$ cat src/rtl/div_pkg.sv
// Shared types and constants for the iterative divider.
// Holds the op/state enums and the RISC-V corner-case result words.
package div_pkg;

    typedef enum logic [1:0] {
        DIV  = 2'd0,
        DIVU = 2'd1,
        REM  = 2'd2,
        REMU = 2'd3
    } DivOp_t;

    typedef enum logic [1:0] {
        IDLE = 2'd0,
        CALC = 2'd1,
        FIX  = 2'd2
    } DivState_t;

    localparam logic [31:0] DIV_ZERO_QUO = 32'hFFFF_FFFF;
    localparam logic [31:0] INT_MIN      = 32'h8000_0000;

endpackage

$ cat src/rtl/iter_div_unit_if.sv
// Issue/result bundle between the MultDiv lane and the divider.
// Start/Op/OpA/OpB/Flush in; Busy/Done/Result out (slave view).
interface iter_div_unit_if
    import div_pkg::*;
#(
    parameter int BITWIDTH = 32
);
    logic                Start;
    DivOp_t              Op;
    logic [BITWIDTH-1:0] OpA;
    logic [BITWIDTH-1:0] OpB;
    logic                Flush;
    logic                Busy;
    logic                Done;
    logic [BITWIDTH-1:0] Result;

    modport master (
        output Start, Op, OpA, OpB, Flush,
        input  Busy, Done, Result
    );

    modport slave (
        input  Start, Op, OpA, OpB, Flush,
        output Busy, Done, Result
    );
endinterface

$ cat src/rtl/div_sign_fix.sv
// Final sign correction and quotient/remainder select.
// i_quo/i_rem raw magnitudes, i_neg_a/i_neg_b operand signs,
// i_special bypasses correction, o_result is the result word.
module div_sign_fix
    import div_pkg::*;
#(
    parameter int BITWIDTH = 32
) (
    input  DivOp_t              i_op,
    input  logic [BITWIDTH-1:0] i_quo,
    input  logic [BITWIDTH-1:0] i_rem,
    input  logic                i_neg_a,
    input  logic                i_neg_b,
    input  logic                i_special,
    output logic [BITWIDTH-1:0] o_result
);
    logic [BITWIDTH-1:0] w_quo;
    logic [BITWIDTH-1:0] w_rem;
    logic                w_is_rem;

    // Special-case words are stored already final.
    always_comb begin
        w_quo = i_quo;
        w_rem = i_rem;
        if (!i_special && (i_neg_a ^ i_neg_b))
            w_quo = -i_quo;
        if (!i_special && i_neg_a)
            w_rem = -i_rem;
    end

    assign w_is_rem = (i_op == REM) || (i_op == REMU);
    assign o_result = w_is_rem ? w_rem : w_quo;
endmodule

$ cat src/rtl/iter_div_unit.sv
// Radix-2 restoring divider (DIV/DIVU/REM/REMU), BITWIDTH cycles.
// Ports: Clk, Rst (sync, active high), bus (slave view of
// iter_div_unit_if). Optional macro DIV_EARLY_OUT_EN skips the
// iteration when |OpA| < |OpB|.
module iter_div_unit
    import div_pkg::*;
#(
    parameter int BITWIDTH = 32
) (
    input  logic          Clk,
    input  logic          Rst,
    iter_div_unit_if.slave bus
);
    localparam int CW = $clog2(BITWIDTH);
    localparam logic [BITWIDTH-1:0] W_MIN =
        {1'b1, {(BITWIDTH-1){1'b0}}};

    DivState_t           r_state;
    DivState_t           w_next;
    DivOp_t              r_op;
    logic                r_neg_a;
    logic                r_neg_b;
    logic                r_special;
    logic [BITWIDTH-1:0] r_div;
    logic [BITWIDTH-1:0] r_rem;
    logic [BITWIDTH-1:0] r_quo;
    logic [CW-1:0]       r_cnt;
    logic                r_done;
    logic [BITWIDTH-1:0] r_result;

    logic                w_signed;
    logic                w_sa;
    logic                w_sb;
    logic [BITWIDTH-1:0] w_mag_a;
    logic [BITWIDTH-1:0] w_mag_b;
    logic                w_dz;
    logic                w_ovf;
    logic                w_special;
    logic                w_early;
    logic                w_accept;
    logic [BITWIDTH:0]   w_rem_sh;
    logic [BITWIDTH+1:0] w_diff;
    logic                w_ge;
    logic [BITWIDTH-1:0] w_fixed;

    assign w_signed = (bus.Op == DIV) || (bus.Op == REM);
    assign w_sa     = w_signed & bus.OpA[BITWIDTH-1];
    assign w_sb     = w_signed & bus.OpB[BITWIDTH-1];
    assign w_mag_a  = w_sa ? -bus.OpA : bus.OpA;
    assign w_mag_b  = w_sb ? -bus.OpB : bus.OpB;
    assign w_dz     = (bus.OpB == '0);
    assign w_ovf    = w_signed && (bus.OpA == W_MIN)
                      && (bus.OpB == '1);
    assign w_special = w_dz | w_ovf;
    assign w_accept  = (r_state == IDLE) && bus.Start
                       && !bus.Flush;

`ifdef DIV_EARLY_OUT_EN
    assign w_early = (w_mag_a < w_mag_b);
`else
    assign w_early = 1'b0;
`endif

    // Shifted remainder can reach 2*divisor-1, so it needs an
    // extra bit; the extra top bit of w_diff is the borrow.
    assign w_rem_sh = {r_rem, r_quo[BITWIDTH-1]};
    assign w_diff   = {1'b0, w_rem_sh} - {2'b00, r_div};
    assign w_ge     = ~w_diff[BITWIDTH+1];

    always_ff @(posedge Clk) begin
        if (Rst) r_state <= IDLE;
        else     r_state <= w_next;
    end

    always_comb begin
        w_next = r_state;
        unique case (r_state)
            IDLE: begin
                if (w_accept)
                    w_next = (w_special || w_early) ? FIX : CALC;
            end
            CALC: begin
                if (bus.Flush)        w_next = IDLE;
                else if (r_cnt == '0) w_next = FIX;
            end
            FIX:     w_next = IDLE;
            default: w_next = IDLE;
        endcase
    end

    always_ff @(posedge Clk) begin
        if (Rst) begin
            r_op      <= DIV;
            r_neg_a   <= 1'b0;
            r_neg_b   <= 1'b0;
            r_special <= 1'b0;
            r_div     <= '0;
            r_rem     <= '0;
            r_quo     <= '0;
            r_cnt     <= '0;
            r_done    <= 1'b0;
            r_result  <= '0;
        end else begin
            r_done <= 1'b0;
            unique case (r_state)
                IDLE: begin
                    if (w_accept) begin
                        r_op  <= bus.Op;
                        r_div <= w_mag_b;
                        r_cnt <= CW'(BITWIDTH-1);
                        if (w_special) begin
                            // Store final words; sign fix bypassed.
                            r_special <= 1'b1;
                            r_neg_a   <= 1'b0;
                            r_neg_b   <= 1'b0;
                            r_quo     <= w_dz ? '1 : W_MIN;
                            r_rem     <= w_dz ? bus.OpA : '0;
                        end else begin
                            r_special <= 1'b0;
                            r_neg_a   <= w_sa;
                            r_neg_b   <= w_sb;
                            r_quo     <= w_early ? '0 : w_mag_a;
                            r_rem     <= w_early ? w_mag_a : '0;
                        end
                    end
                end
                CALC: begin
                    if (!bus.Flush) begin
                        r_cnt <= r_cnt - 1'b1;
                        r_quo <= {r_quo[BITWIDTH-2:0], w_ge};
                        r_rem <= w_ge ? w_diff[BITWIDTH-1:0]
                                      : w_rem_sh[BITWIDTH-1:0];
                    end
                end
                FIX: begin
                    if (!bus.Flush) begin
                        r_result <= w_fixed;
                        r_done   <= 1'b1;
                    end
                end
                default: ;
            endcase
        end
    end

    div_sign_fix #(.BITWIDTH(BITWIDTH)) u_fix (
        .i_op      (r_op),
        .i_quo     (r_quo),
        .i_rem     (r_rem),
        .i_neg_a   (r_neg_a),
        .i_neg_b   (r_neg_b),
        .i_special (r_special),
        .o_result  (w_fixed)
    );

    assign bus.Busy   = (r_state != IDLE);
    assign bus.Done   = r_done;
    assign bus.Result = r_result;
endmodule

$ cat src/flat_wrapper.sv
// flat-port wrapper written by rule: the top's interface ports become plain ports
module iter_div_unit_flat import div_pkg::*;
#(
    parameter int BITWIDTH = 32
)
  (Clk, Rst, bus_Start, bus_Op, bus_OpA, bus_OpB, bus_Flush, bus_Busy, bus_Done, bus_Result);
  iter_div_unit_if #(.BITWIDTH(BITWIDTH)) bus_i ();
  input  logic Clk;
  input  logic Rst;
  input wire logic [$bits(bus_i.Start)-1:0] bus_Start;
  input wire logic [$bits(bus_i.Op)-1:0] bus_Op;
  input wire logic [$bits(bus_i.OpA)-1:0] bus_OpA;
  input wire logic [$bits(bus_i.OpB)-1:0] bus_OpB;
  input wire logic [$bits(bus_i.Flush)-1:0] bus_Flush;
  output wire logic [$bits(bus_i.Busy)-1:0] bus_Busy;
  output wire logic [$bits(bus_i.Done)-1:0] bus_Done;
  output wire logic [$bits(bus_i.Result)-1:0] bus_Result;
  assign bus_i.Start = bus_Start;
  assign bus_i.Op = bus_Op;
  assign bus_i.OpA = bus_OpA;
  assign bus_i.OpB = bus_OpB;
  assign bus_i.Flush = bus_Flush;
  assign bus_Busy = bus_i.Busy;
  assign bus_Done = bus_i.Done;
  assign bus_Result = bus_i.Result;
  iter_div_unit #(.BITWIDTH(BITWIDTH)) u_core (.Clk(Clk), .Rst(Rst), .bus(bus_i));
endmodule
$ cat config.mk
export PLATFORM = sky130hd
export DESIGN_NAME = iter_div_unit_flat
export DESIGN_NICKNAME = d
export VERILOG_FILES = /design/src/rtl/div_pkg.sv /design/src/rtl/iter_div_unit_if.sv /design/src/rtl/div_sign_fix.sv /design/src/rtl/iter_div_unit.sv /design/src/flat_wrapper.sv
export SDC_FILE = /design/constraint.sdc
export NUM_CORES = 1
export LEC_CHECK = 0
export CAP_MARGIN = 20
export CELL_PAD_IN_SITES_DETAIL_PLACEMENT = 0
export CELL_PAD_IN_SITES_GLOBAL_PLACEMENT = 1
export CORE_ASPECT_RATIO = 0.8
export CORE_UTILIZATION = 35
export CTS_BUF_LIST = sky130_fd_sc_hd__clkbuf_2 sky130_fd_sc_hd__clkbuf_4 sky130_fd_sc_hd__clkbuf_8
export DETAILED_ROUTE_END_ITERATION = 10
export PLACE_DENSITY_LB_ADDON = 0.2
export RECOVER_POWER = 25
export SLEW_MARGIN = 30
export SYNTH_ARGS = -nofsm -noshare
export SYNTH_HDL_FRONTEND = slang
export SYNTH_SLANG_ARGS = --single-unit
$ cat constraint.sdc
create_clock -name Clk -period 3.3 [get_ports Clk]
set_clock_uncertainty 0.2 [all_clocks]
set_input_delay 0.66 -clock Clk [delete_from_list [all_inputs] [get_ports Clk]]
set_output_delay 0.66 -clock Clk [all_outputs]
set_load 0.01 [all_outputs]
==> results of run 1 <==
## how the worst max path moves through the flow
stage | start | endpoint | slack, ns | cells after the start
finish | bus_OpB[14] | u_core.r_rem[19]$_SDFFE_PP0P_ | 0.10 | 12
global route | u_core.r_quo[31]$_SDFFE_PP0P_ | u_core.r_rem[22]$_SDFFE_PP0P_ | -0.02 | 15
CTS | bus_OpA[16] | u_core.r_quo[27]$_SDFFE_PP0P_ | 0.01 | 11
detailed placement | bus_OpA[15] | u_core.r_quo[25]$_SDFFE_PP0P_ | -0.55 | 11
global placement | bus_OpA[15] | u_core.r_quo[27]$_SDFFE_PP0P_ | -0.51 | 11
floorplan | u_core.r_quo[31]$_SDFFE_PP0P_ | u_core.r_rem[22]$_SDFFE_PP0P_ | 0.06 | 13
## what timing repair did
item,in CTS,in global routing
resized for setup,11,46
buffers inserted,0,8
pin swaps,3,18
endpoints found under the hold margin,0,0
hold buffers,0,0
endpoints found under the setup margin,38,52
## area by class of cell
type / count / area (µm²)
fill: 2995 / 15350
multi-input combinational: 1113 / 7360
sequential: 140 / 2808
timing repair buffer: 316 / 2759
tap: 377 / 471.7
clock buffer: 21 / 276.5
inverter: 55 / 209.0
clock inverter: 11 / 190.2
## routing by layer
layer	GRT usage, %	vias to the layer above	wire (µm)
met5	0	-	0
met4	5.962	0	552
met3	3.128	31	1707
met2	39.20	300	16860
met1	35.10	5307	18580
li1	-	5620	-
## registers in the layout, summed over array words and instances, names as in the netlist, 2 cells and up
name and flops:
u_core.r_rem 32, u_core.bus.Result 32, u_core.r_quo 32, u_core.r_cnt 5
u_core.r_state 2, u_core.r_div 32
## cells in the mapped netlist (all sizes together) (8+ instances only)
master and count:
a211oi 42, a21o 18, a21oi 154, a221o 12, a221oi 23, a311oi 11
a31oi 11, buf 12, clkbuf 83, dfxtp 140, ha 39, inv 55
nand2 146, nand2b 15, nand3 8, nand4 13, nor2 139, nor2b 9
nor3 58, nor4 21, o211ai 33, o21ai 61, o221ai 19, o31ai 22
o41ai 12, or3 19, or4 9, xnor2 76, xor2 61
## logic make-up after synthesis
group,synth area share [%]
flops,26.70
simple gates,21.63
buf+inv,5.578
mux,1.216
compound gates,28.61
xor+xnor,11.43
fa+ha+maj,4.839
## cells in the final DEF (no fill, tap or decap), types with 6 or more instances in the layout
cell type,netlist,final
o31ai_1,22,20
a31oi_1,11,9
nor3_1,56,54
nand3_1,8,7
nand2_1,145,145
dlygate4sd3_1,0,27
o41ai_1,11,10
o211ai_1,33,33
nor2_1,138,134
buf_4,1,197
inv_1,55,53
or3_1,18,17
ha_1,39,37
a221o_1,12,12
clkbuf_8,0,19
dfxtp_1,140,136
nand4_1,12,12
o21ai_0,61,57
mux2i_1,6,6
nor4_1,19,18
o221ai_1,19,19
buf_12,0,11
a211oi_1,42,41
xor2_1,61,61
a311oi_1,11,11
or4_1,8,7
nor2b_1,9,8
a221oi_1,23,21
a21o_1,18,18
xnor2_1,76,76
nand3b_1,6,6
a21oi_1,154,150
and3_1,6,6
nand2b_1,15,15
clkdlybuf4s50_1,0,72
## worst max-delay path, cell delays in order
cell             delay (ns)
clkdlybuf4s50_1        0.44
or4_4                  0.55
or2_4                  0.26
nor4_4                 0.28
nand4_4                0.19
nor2_4                 0.18
buf_12                 0.13
buf_4                  0.10
a221o_1                0.13
nor3_1                 0.05
a2111o_1               0.30
a21oi_1                0.14
## per-stage QoR
step / worst slack [ns] / instances / hold WS (ns) / instance area, µm² / power [mW]
floorplan: 0.05979 / 1403 / 0.2319 / 10500 / 3.252
global placement: -0.5050 / 1993 / 0.2421 / 13330 / 4.107
detailed placement: -0.5473 / 1993 / 0.2454 / 13330 / 4.126
CTS: 0.009704 / 2025 / 0.2564 / 13820 / 5.823
global route: -0.02448 / 2033 / 0.2752 / 14070 / 6.237
finish: 0.1046 / 2033 / 0.2484 / 14070 / 5.916
## power by group through the flow
stage | Combinational (mW) | Sequential, mW | Clock (mW)
5_1_grt | 2.54 | 1.91 | 1.78
3_3_place_gp | 2.17 | 1.94 | 0
3_5_place_dp | 2.19 | 1.94 | 0
4_1_cts | 2.21 | 1.90 | 1.71
2_1_floorplan | 1.33 | 1.92 | 0
6_report | 2.33 | 1.90 | 1.68
==> flow_metrics.env, run 1 <==
export IMPL_area_delta_synth_final_pct=34.06
export IMPL_wirelength_mm=37.70
export IMPL_status="finished, final reports clean"
export IMPL_ys_seq_area_share_pct=26.70
export IMPL_clk_pin_slew_ns=0.08
export IMPL_crit_reg2reg_capture="u_core.r_rem[27]$_SDFFE_PP0P_"
export IMPL_drtIter0Drc=835
export IMPL_design_core_area_mm2=0.02943
export IMPL_yosysTopAreaCell="dfxtp_1"
export IMPL_clock_power_share_pct=28.4
export IMPL_hpwlAfterDp_mm=29.35
export IMPL_grt_max_degree=65
export IMPL_grt_overflow=0
export IMPL_insertedDiodeCount=0
export IMPL_grtUsageTotal_pct=24.62
export IMPL_die_area_mm2=0.03069
export IMPL_cts_tree="done"
export IMPL_rsz0062_at_grt="true"
export IMPL_rows=56
export IMPL_combPwrFrac_pct=39.5
export IMPL_syn_area_per_cell_um2=7.482
export IMPL_cts_htree_levels=4
export IMPL_fmax_mhz=312.9
export IMPL_vias_per_cell=5.538
export IMPL_synth_top_area_share_pct=26.70
export IMPL_critPathMaxFanout=7
export IMPL_yosys_top_cells_area="dfxtp_1 (27%), a21oi_1 (7.3%), xnor2_1 (6.3%), nand2_1 (5.2%), xor2_1 (5.1%)"
export IMPL_yosys_warnings=0
export IMPL_cp_start_kind="input pin"
export IMPL_maxCapViolCount=0
export IMPL_clockBufferDepth=2
export IMPL_hold_viol_final=0
export IMPL_synth_async_reset_ratio_pct=0
export IMPL_setup_violations=0
export IMPL_cts_root_buffer="clkbuf_8"
export IMPL_cp_arrival_ns=3.40
export IMPL_p_leak_nw=5.515
export IMPL_first_global_vias=10570
export IMPL_p_int_mw=3.815
export IMPL_first_pass_iters=5
export IMPL_grt_first_pass_wirelength_mm=58.86
export IMPL_end_kind="register"
export IMPL_drive_above_1_share_pct=18.60
export IMPL_syn_inst=1403
export IMPL_cts_made_buffers=17
export IMPL_die_y_um=156.9
export IMPL_r2r_slack_ns=0.11
export IMPL_worstMarginPinSlew_ns=1.368
export IMPL_final_min_clock_period_ns=3.195
export IMPL_hold_end="u_core.bus.Result[2]$_SDFFE_PP0P_"
export IMPL_ir_worst_vdd_mv=0.2336
export IMPL_powerDensity_mw_per_mm2=420.4
export IMPL_hold_path_depth=2
export IMPL_r2r_cells=13
export IMPL_portBuffers=103
export IMPL_final_core_util_pct=47.82
export IMPL_r2r_start="u_core.r_div[1]$_SDFFE_PP0P_"
export IMPL_detail_route_antenna_nets=0
export IMPL_synth_edf_count=0
export IMPL_final_nets=1753
export IMPL_ys_flop_type="dfxtp_1"
export IMPL_syn_nets=1513
export IMPL_post_synth_num_cell_types=77
export IMPL_hp_class="reg2reg"
export IMPL_drc_errors=0
export IMPL_antenna_found_initial=0
export IMPL_gp_congestion=0.9284
export IMPL_hold_start="u_core.bus.Result[2]$_SDFFE_PP0P_"
export IMPL_ys_ff_latch=140
export IMPL_die_w_um=195.6
export IMPL_ios=104
export IMPL_power_switching_mw=2.101
export IMPL_initial_core_util_pct=35.67
export IMPL_drv_slew=0
export IMPL_post_route_period_util_pct=96.83
export IMPL_criticalPathCategory="in2reg"
export IMPL_p_seq_share_pct=32.1
export IMPL_synth_area_mm2=0.01050
export IMPL_setup_tns_ns=0
export IMPL_crit_required_ns=3.51
export IMPL_clkSinkCount=140
export IMPL_clk_latency_ns=0.48
export IMPL_p_sw_share_pct=35.51
export IMPL_wire_per_inst_um=18.54
export IMPL_slew_headroom_pct=8.775
export IMPL_vias=11260
(Power assumes the default switching activity.)
==> run 2: changes to the inputs <==
--- a/config.mk
+++ b/config.mk
@@ -12,4 +12,5 @@
 export CORE_UTILIZATION = 35
 export CTS_BUF_LIST = sky130_fd_sc_hd__clkbuf_2 sky130_fd_sc_hd__clkbuf_4 sky130_fd_sc_hd__clkbuf_8
+export CTS_CLUSTER_DIAMETER = 40
 export DETAILED_ROUTE_END_ITERATION = 10
 export PLACE_DENSITY_LB_ADDON = 0.2
==> constraint.sdc (replaced) <==
create_clock -name Clk -period 3.3 [get_ports Clk]
set_clock_uncertainty 0.2 [all_clocks]
set_input_delay 0.99 -clock Clk [delete_from_list [all_inputs] [get_ports Clk]]
set_output_delay 0.99 -clock Clk [all_outputs]
set_load 0.01 [all_outputs]
==> run 2 against run 1 <==
Clock power increased by 2%. Sequential power about the same. Sequential cell count unchanged. Final area increased by 3.6%. Critical path depth decreased by 2. Non-clock buffer count increased by 48. Hold slack improved by 0.0042 ns. Sequential share of layout area decreased by 0.68 points. Total power increased by 2.0%. Largest cell class unchanged. Die area unchanged. First-iteration DRC count decreased by 0.48%. Highest routed layer unchanged. Global-route usage increased by 0.38 points.
==> flow_metrics.env, run 2 (synthesized netlist as in run 1, its figures left out) <==
export IMPL_hpwlAfterDp_mm=29.47
export IMPL_setup_violations=0
export IMPL_wirelength_mm=38.50
export IMPL_die_area_mm2=0.03069
export IMPL_drc_errors=0
export IMPL_slew_headroom_pct=21.24
export IMPL_drtIter0Drc=831
export IMPL_drive_above_1_share_pct=22.54
export IMPL_crit_required_ns=3.46
export IMPL_initial_core_util_pct=35.67
export IMPL_wl_met1_mm=18.63
export IMPL_cts_htree_levels=4
export IMPL_p_total_mw=6.033
export IMPL_status="finished, final reports clean"
export IMPL_grt_first_pass_wirelength_mm=59.88
export IMPL_cts_tree="done"
export IMPL_clk_latency_ns=0.49
export IMPL_insertedDiodeCount=0
export IMPL_holdBufCountCts=0
export IMPL_hp_class="reg2reg"
export IMPL_gp_congestion=0.9137
export IMPL_vias_per_cell=5.596
export IMPL_ios=104
export IMPL_final_cell_mix="buf_4 (237), a21oi_1 (151), nand2_1 (142)"
export IMPL_maxCapViolCount=0
export IMPL_clk_pin_slew_ns=0.08
export IMPL_detail_route_antenna_nets=0
export IMPL_die_y_um=156.9
export IMPL_end_kind="register"
export IMPL_first_pass_iters=5
export IMPL_area_delta_synth_final_pct=38.95
export IMPL_clkSinkCount=140
export IMPL_criticalPathCategory="in2reg"
export IMPL_clockBufferDepth=2
export IMPL_layout_commonest_cell="buf_4"
export IMPL_top_layer_used="met4"
export IMPL_cts_made_buffers=17
export IMPL_first_global_vias=11010
export IMPL_hold_viol_final=0
export IMPL_cts_root_buffer="clkbuf_8"
export IMPL_vias=11650
export IMPL_setup_tns_ns=0
export IMPL_fmax_mhz=308.1
export IMPL_grtUsageTotal_pct=25.00
export IMPL_p_leak_nw=5.834
export IMPL_die_w_um=195.6
export IMPL_critPathMaxFanout=6
export IMPL_ir_worst_vdd_mv=0.2568
export IMPL_rows=56
export IMPL_final_nets=1801
export IMPL_wire_per_inst_um=18.50
export IMPL_portBuffers=103
export IMPL_wl_met3_mm=1.876
export IMPL_grt_overflow=0
export IMPL_post_route_period_util_pct=98.37
export IMPL_worstMarginPinSlew_ns=1.174
export IMPL_drv_slew=0
export IMPL_design_core_area_mm2=0.02943
export IMPL_cp_arrival_ns=3.41
export IMPL_placed_cells=2021
export IMPL_antenna_found_initial=0
export IMPL_cp_start_kind="input pin"
export IMPL_wl_met2_mm=17.00
export IMPL_final_min_clock_period_ns=3.246
export IMPL_powerDensity_mw_per_mm2=413.6
export IMPL_grt_max_degree=65
export IMPL_final_cells=2081
==> run 2: critical path, stage by stage <==
cell and delay (ns):
buf_2 0.12, or3_4 0.39, or4b_4 0.50, or3_4 0.38
nor3_4 0.18, and4_4 0.26, bufbuf_16 0.27, o21ai_0 0.10
o211ai_1 0.13, a21oi_1 0.08
==> run 2: per-stage QoR <==
stage	setup WS, ns	area (µm²)	util [%]	hold slack [ns]
after CTS	0.003894	14330	48.68	0.2603
after detailed placement	-0.8674	13610	46.24	0.2479
final	0.05388	14590	49.57	0.2526
after floorplan	-0.1627	10570	-	0.2319
after global routing	-0.06367	14590	49.57	0.2681
after global placement	-0.8200	13610	46.24	0.2408
==> run 2: layout make-up <==
type,count,area [µm²]
fill,2935,14840
inverter,55,209.0
timing repair buffer,364,3134
tap,377,471.7
clock buffer,19,255.2
multi-input combinational,1113,7486
clock inverter,13,220.2
sequential,140,2810
==> run 2: final timing paths <==
path | cells past startpoint | slack, ns | end | from
max | 10 | 0.05 | u_core.r_quo[21]$_SDFFE_PP0P_ | bus_OpA[16]
min | 2 | 0.25 | u_core.bus.Result[2]$_SDFFE_PP0P_ | u_core.bus.Result[2]$_SDFFE_PP0P_
max reg2reg | 12 | 0.07 | u_core.r_rem[31]$_SDFFE_PP0P_ | u_core.r_rem[3]$_SDFFE_PP0P_
min reg2reg | 2 | 0.25 | u_core.bus.Result[2]$_SDFFE_PP0P_ | u_core.bus.Result[2]$_SDFFE_PP0P_
==> run 2: per-layer routing <==
metal / GRT usage (%) / vias up
li1: - / 5706
met1: 35.38 / 5548
met2: 39.03 / 341
met3: 3.171 / 50
met4: 8.474 / 0
met5: 0 / -
==> run 2: repair_timing <==
| action | in CTS | in global routing |
|---|---|---|
| buffers inserted | 17 | 9 |
| cloned | 2 | 0 |
| setup endpoints to repair | 76 | 67 |
| pin swaps | 18 | 36 |
| resized for setup | 46 | 69 |
==> run 2: where the power goes <==
group	internal, mW	switching [mW]	total [mW]	leakage [nW]
clock	0.996	0.728	1.72	0.239
sequential	1.79	0.111	1.90	1.15
combinational	1.12	1.29	2.41	4.45
